`config.mk`:
```
export PLATFORM = sky130hd
export DESIGN_NAME = stk_pipe_mem_head_ctrl
export DESIGN_NICKNAME = d
export VERILOG_FILES = /design/src/rtl/stk_pipe_mem_head_ctrl.sv
export SDC_FILE = /design/constraint.sdc
export NUM_CORES = 1
export LEC_CHECK = 0
export CELL_PAD_IN_SITES_DETAIL_PLACEMENT = 0
export CELL_PAD_IN_SITES_GLOBAL_PLACEMENT = 2
export CORE_MARGIN = 4
export CORE_UTILIZATION = 22
export CTS_BUF_LIST = sky130_fd_sc_hd__clkbuf_4 sky130_fd_sc_hd__clkbuf_8 sky130_fd_sc_hd__clkbuf_16
export DETAILED_ROUTE_END_ITERATION = 10
export GPL_ROUTABILITY_DRIVEN = 1
export GPL_TIMING_DRIVEN = 0
export PLACE_DENSITY = 0.78
export SYNTH_ARGS = -nofsm -noshare
export SYNTH_HDL_FRONTEND = slang
export SYNTH_SLANG_ARGS = --single-unit
```
`constraint.sdc`:
```
create_clock -name clk -period 2 [get_ports clk]
set_input_delay 0.4 -clock clk [delete_from_list [all_inputs] [get_ports clk]]
set_output_delay 0.4 -clock clk [all_outputs]
set_load 0.02 [all_outputs]
```
`src/rtl/stk_pipe_mem_head_ctrl.sv`:
```
// stk_pipe_mem_head_ctrl
// Front-end controller for a single-port head-entry SRAM. After reset, and on
// every i_init pulse, it sweeps INIT_VAL into all N entries and holds off
// requests. Afterwards it passes one read or write per cycle straight to the
// SRAM and returns read data as a valid/data response with no backpressure.
//
// Optional build macro:
//   STK_PIPE_MEM_HEAD_CTRL_RSP_FLOP_EN -- adds one register stage on the read
//   response, so read latency becomes 2 cycles. Throughput is unchanged.
//   Left undefined, read data is taken straight from the SRAM output and the
//   read latency is 1 cycle.
module stk_pipe_mem_head_ctrl #(
  parameter int           W        = 10,
  parameter int           N        = 1024,
  parameter logic [W-1:0] INIT_VAL = 10'h000,
  localparam int          AW       = $clog2(N)
) (
  input  logic          clk,
  input  logic          arst_n,
  input  logic          i_init,
  input  logic          i_req_vld,
  output logic          o_req_rdy,
  input  logic          i_req_wr,
  input  logic [AW-1:0] i_req_addr,
  input  logic [W-1:0]  i_req_din,
  output logic          o_rsp_vld,
  output logic [W-1:0]  o_rsp_dout,
  output logic          o_busy,
  output logic [AW-1:0] o_sram_addr,
  output logic [W-1:0]  o_sram_din,
  output logic          o_sram_ce,
  output logic          o_sram_oe,
  input  logic [W-1:0]  i_sram_dout
);

  // A single state bit holds both states, so no other encoding can be reached.
  localparam logic [0:0] ST_INIT   = 1'b0;
  localparam logic [0:0] ST_ACTIVE = 1'b1;

  logic [0:0]    state;
  logic [AW-1:0] cnt;
  logic          last_entry;
  logic          accept_p0;
  logic          rd_vld_p0;
  logic          rd_vld_p1;
  logic          hold_oe;
  logic [AW-1:0] hold_addr;
  logic [W-1:0]  hold_din;

  assign last_entry = (cnt == AW'(N - 1));

  // An i_init pulse blocks that cycle's request. The request is not retried;
  // it has to be offered again after the sweep.
  assign o_busy    = (state == ST_INIT);
  assign o_req_rdy = (state == ST_ACTIVE) && !i_init;
  assign accept_p0 = i_req_vld && o_req_rdy;
  assign rd_vld_p0 = accept_p0 && !i_req_wr;

  // Drive the SRAM pins. During the sweep the controller writes one entry
  // per cycle. In ACTIVE an accepted request goes straight through. On idle
  // cycles the pins hold their last values, so the address and data buses
  // stop toggling. During reset, arst_n masks the chip enable immediately,
  // without waiting for a clock edge.
  always_comb begin
    o_sram_ce   = 1'b0;
    o_sram_oe   = hold_oe;
    o_sram_addr = hold_addr;
    o_sram_din  = hold_din;
    if (state == ST_INIT) begin
      o_sram_ce   = arst_n;
      o_sram_oe   = 1'b0;
      o_sram_addr = cnt;
      o_sram_din  = INIT_VAL;
    end else if (accept_p0) begin
      o_sram_ce   = 1'b1;
      o_sram_oe   = !i_req_wr;
      o_sram_addr = i_req_addr;
      o_sram_din  = i_req_din;
    end
  end

  // Sweep state machine. i_init has priority and always restarts the sweep
  // at entry 0. The cycle that writes entry N-1 moves the FSM to ACTIVE.
  always_ff @(posedge clk or negedge arst_n) begin
    if (!arst_n) begin
      state <= ST_INIT;
      cnt   <= '0;
    end else if (i_init) begin
      state <= ST_INIT;
      cnt   <= '0;
    end else if (state == ST_INIT) begin
      if (last_entry) begin
        state <= ST_ACTIVE;
        cnt   <= '0;
      end else begin
        cnt <= cnt + AW'(1);
      end
    end
  end

  // Remember the last driven direction so idle cycles can repeat it.
  always_ff @(posedge clk or negedge arst_n) begin
    if (!arst_n) begin
      hold_oe <= 1'b0;
    end else begin
      hold_oe <= o_sram_oe;
    end
  end

  // Remember the last driven address and data. These are datapath-only
  // registers, so they have no reset.
  always_ff @(posedge clk) begin
    hold_addr <= o_sram_addr;
    hold_din  <= o_sram_din;
  end

  // ---- stage p0 -> p1: the SRAM returns read data one cycle after ce ----
  // Track which cycles carry read data. On reset any pending response is
  // dropped.
  always_ff @(posedge clk or negedge arst_n) begin
    if (!arst_n) begin
      rd_vld_p1 <= 1'b0;
    end else begin
      rd_vld_p1 <= rd_vld_p0;
    end
  end

`ifdef STK_PIPE_MEM_HEAD_CTRL_RSP_FLOP_EN
  logic         rsp_vld_p2;
  logic [W-1:0] rsp_dout_p2;

  // ---- stage p1 -> p2: optional response register ----
  // Register the response valid flag.
  always_ff @(posedge clk or negedge arst_n) begin
    if (!arst_n) begin
      rsp_vld_p2 <= 1'b0;
    end else begin
      rsp_vld_p2 <= rd_vld_p1;
    end
  end

  // Register the response data. It is qualified by rsp_vld_p2, so it has no
  // reset.
  always_ff @(posedge clk) begin
    rsp_dout_p2 <= i_sram_dout;
  end

  assign o_rsp_vld  = rsp_vld_p2;
  assign o_rsp_dout = rsp_dout_p2;
`else
  assign o_rsp_vld  = rd_vld_p1;
  assign o_rsp_dout = i_sram_dout;
`endif

endmodule

```
==> impl_metrics.csv <==
group,metric,value,unit
finish,stdcell_count,332,
power_and_ir_drop,vdd_drop_max,0.236,mV
sta,holdWs,0.125,ns
sta,fin_crit_sh,99.7,%
clocking,cts_sinks,33,
setup_path,critPathKind,"flop to primary output",
setup_path,timing.rr.start,"state",
power_and_ir_drop,pwr-share-clk,41.7,%
setup_path,path_cells,"and3b_2, buf_6, a221o_1, buf_6",
power_and_ir_drop,leakage,1.08,nW
power_and_ir_drop,power.density,591,nW/um2
floorplan,core_area,6760,um2
power_and_ir_drop,net-switching-power,347,uW
finish,n_antenna_cell,0,
placed_design,dp.cells,315,
logic_synthesis,syn_nets,212,
logic_synthesis,synth.area.top_cells,"dfxtp_1, dfrtp_1, nand2_1",
power_and_ir_drop,p_seq_share,45.6,%
finish,area_growth,68.9,%
detailed_routing,drt_pre_antenna_iters,4,
power_and_ir_drop,power.combinational.fraction,12.7,%
logic_synthesis,yosysSeqAreaShare,47.6,%
sta,maxSlewHeadroom,72.3,%
floorplan,dieArea,8320,um2
sta,slew_violations,0,
setup_path,rrSetupSlack,0.27,ns
placed_design,gp_congestion,0.773,
logic_synthesis,netlist_instances,176,
detailed_routing,vias,1515,
run,maxCapViolations,0,
clocking,insertion_delay,0.29,ns
floorplan,start_util,22.6,%
global_route,grt_usage,11.4,%
placed_design,dp_worst_setup_slack,-1.18,ns
logic_synthesis,synth-edff-count,0,
logic_synthesis,yosysWarnings,0,
placed_design,io_buffers,59,
global_route,antenna_found_initial,0,
clocking,cts_tree,"built",
floorplan,fp.dieW,91.2,um
setup_path,cp-start-kind,"flop",
placed_design,dpl.hpwl,3.19,mm
sta,rsz0062_at_grt,"true",
floorplan,row_count,30,
setup_path,rr_worst_depth,9,
setup_path,critPathRequiredTime,1.60,ns
setup_path,cp_num_buf_inv,2,
clocking,clk_path_buf_depth,2,
setup_path,crit_top_cell,"buf_6",
setup_path,max_stage_delay,0.39,ns
detailed_routing,postRouteAntennaNets,0,
placed_design,place_area,2210,um2
setup_path,cp_slowest_cell,"dfrtp_1",
logic_synthesis,async_flop_share,39.4,%
finish,drive_gt1_share,33.3,%
power_and_ir_drop,switching_share,22.8,%
clocking,path_clk_slew,0.07,ns
finish,fin_area,2570,um2
clocking,cts_root_buf,"clkbuf_8",
logic_synthesis,synth_flop_cell,"dfxtp_1",
global_route,grt_first_pass_wirelength,7.49,mm
global_route,grt_overflow,0,
detailed_routing,viasPerCell,4.56,
sta,min_period,1.99,ns
setup_path,cpLargestDelayFamily,"flip-flops",
detailed_routing,drc_errors,0,
logic_synthesis,netlist-cell-type-count,41,
power_and_ir_drop,internal_power,1.17,mW
detailed_routing,drt-total-wl,4.79,mm
logic_synthesis,synth_top_area_share,26.3,%
floorplan,io_pins,70,
sta,worst_slew_pin_slew,0.416,ns
finish,layout.nets,287,
sta,max_freq,502,MHz
clocking,cts_max_level,2,
setup_path,r2r_end,"hold_addr[2]",
setup_path,arrival,1.59,ns
sta,hold_viol,0,
global_route,grt_pass1_vias,1517,
setup_path,end_kind,"primary output",
logic_synthesis,postSynthAreaPerCell,8.66,um2
sta,setup_violations,0,
sta,skew,0.00989,ns
setup_path,path_depth,4,
global_route,grt_max_degree,15,
clocking,cts_buffers,5,
detailed_routing,drt_iter0_markers,54,
floorplan,die_y,91.2,um
setup_path,cp_max_fo,5,
sta,worst_slack,0.00666,ns
finish,n_fill_cell,730,
min_path,min_path_type,"input pin to async pin",
outcome,outcome,"complete, no violations",
detailed_routing,avgRoutedWirePerCell,14.4,um
logic_synthesis,synth_area_leader_cell,"dfxtp_1",
logic_synthesis,ys_ff_latch,33,
logic_synthesis,synth_area,1520,um2
==> power by group through the flow <==
stage          Combinational [mW]  Clock, mW  Sequential, mW
2_1_floorplan              0.0781          0           0.703
3_3_place_gp                0.177          0           0.706
3_5_place_dp                0.177          0           0.706
4_1_cts                     0.176      0.656           0.692
5_1_grt                     0.207      0.683           0.695
6_report                    0.193      0.634           0.694
==> kinds of logic (layout without fill, tap and decap cells) <==
family | after synthesis | count (layout) | share of synthesized area [%]
DFF | 33 | 33 | 47.6
adders and majority gates | 1 | 1 | 0.821
and+or+nand+nor | 86 | 86 | 27.7
AOI/OAI and AO/OA | 29 | 29 | 13.2
xor gates and xnor gates | 2 | 2 | 1.15
buffers and inverters | 24 | 100 | 8.87
muxes | 1 | 1 | 0.657
==> registers in the layout, summed over array words and instances, names as in the netlist <==
register and flops:
cnt 10, hold_addr 10, hold_din 10, hold_oe 1, o_rsp_vld 1, state 1
==> worst reg2reg max path, cell delays in order, from the launching register on <==
cell     delay, ns
dfrtp_1       0.39
buf_6         0.13
buf_4         0.17
buf_4         0.18
nor2_1        0.21
a31oi_4       0.06
buf_4         0.14
buf_4         0.12
buf_4         0.12
buf_4         0.12
==> worst max path at each step <==
stage | from | to | slack (ns)
4_1_cts | state | o_sram_addr[0] | -0.02
3_5_place_dp | i_init | o_sram_din[2] | -1.18
3_3_place_gp | i_init | o_sram_din[7] | -1.18
2_1_floorplan | i_init | o_sram_addr[1] | 0.16
5_1_grt | state | o_sram_addr[9] | -0.07
6_report | state | o_sram_addr[0] | 0.007
==> per-stage QoR <==
stage | power (mW) | setup TNS [ns] | utilization, %
2_1_floorplan | 0.781 | 0 | -
3_3_place_gp | 0.883 | -27.19 | 32.8
3_5_place_dp | 0.883 | -27.18 | 32.8
4_1_cts | 1.52 | -0.0374 | 35.0
5_1_grt | 1.59 | -0.514 | 38.1
6_report | 1.52 | 0 | 38.1
==> placed cells by master (no fill, tap or decap), drive strengths merged, types with 2 or more instances in the layout <==
cell and count:
dfxtp 20, a21oi 2, or4 2, a221o 2, o21a 2, nand2 39
dlygate4sd2 3, nor2 13, clkdlybuf4s15 2, clkdlybuf4s50 32, inv 2, o311ai 2
nor2b 3, o22ai 2, nand3 14, o21ai 4, buf 48, clkbuf 10
dfrtp 13, or3 4, a31oi 8, o211ai 4, nand4 3
==> layout make-up <==
cell class	instances	area, um2	share of cell area (%)
clock inverter	2	35.0	1.36
sequential	33	726	28.2
clock buffer	6	76.3	2.97
tap	80	100	3.89
timing repair buffer	69	644	25.0
buffer	20	175	6.81
inverter	3	15.0	0.583
multi-input combinational	119	802	31.2
==> routing by layer <==
layer | vias to the layer above | GRT usage (%) | routed length [um]
li1 | 753 | - | -
met1 | 694 | 14.2 | 2170
met2 | 62 | 17.2 | 2120
met3 | 6 | 5.47 | 444
met4 | 0 | 3.77 | 55
met5 | - | 0 | 0
==> synthesized netlist by cell type (2+ instances only) <==
cell      count
or4_1         2
a21oi_1       2
o21a_1        2
or3_1         4
buf_4        11
clkbuf_1      6
nand2_1      39
nor2b_1       3
o22ai_1       2
inv_1         3
a31oi_1       8
buf_2         3
dfrtp_1      13
nor2_1       13
nand4_1       2
o21ai_0       4
nand3_1      13
dfxtp_1      20
o211ai_1      4
==> repair_timing <==
item	in CTS	in global routing
resized for setup	142	45
gates cloned	1	0
buffers inserted	6	3
hold buffers	0	0
endpoints found under the setup margin	24	22
pin swaps	8	6
(Power assumes the default switching activity.)
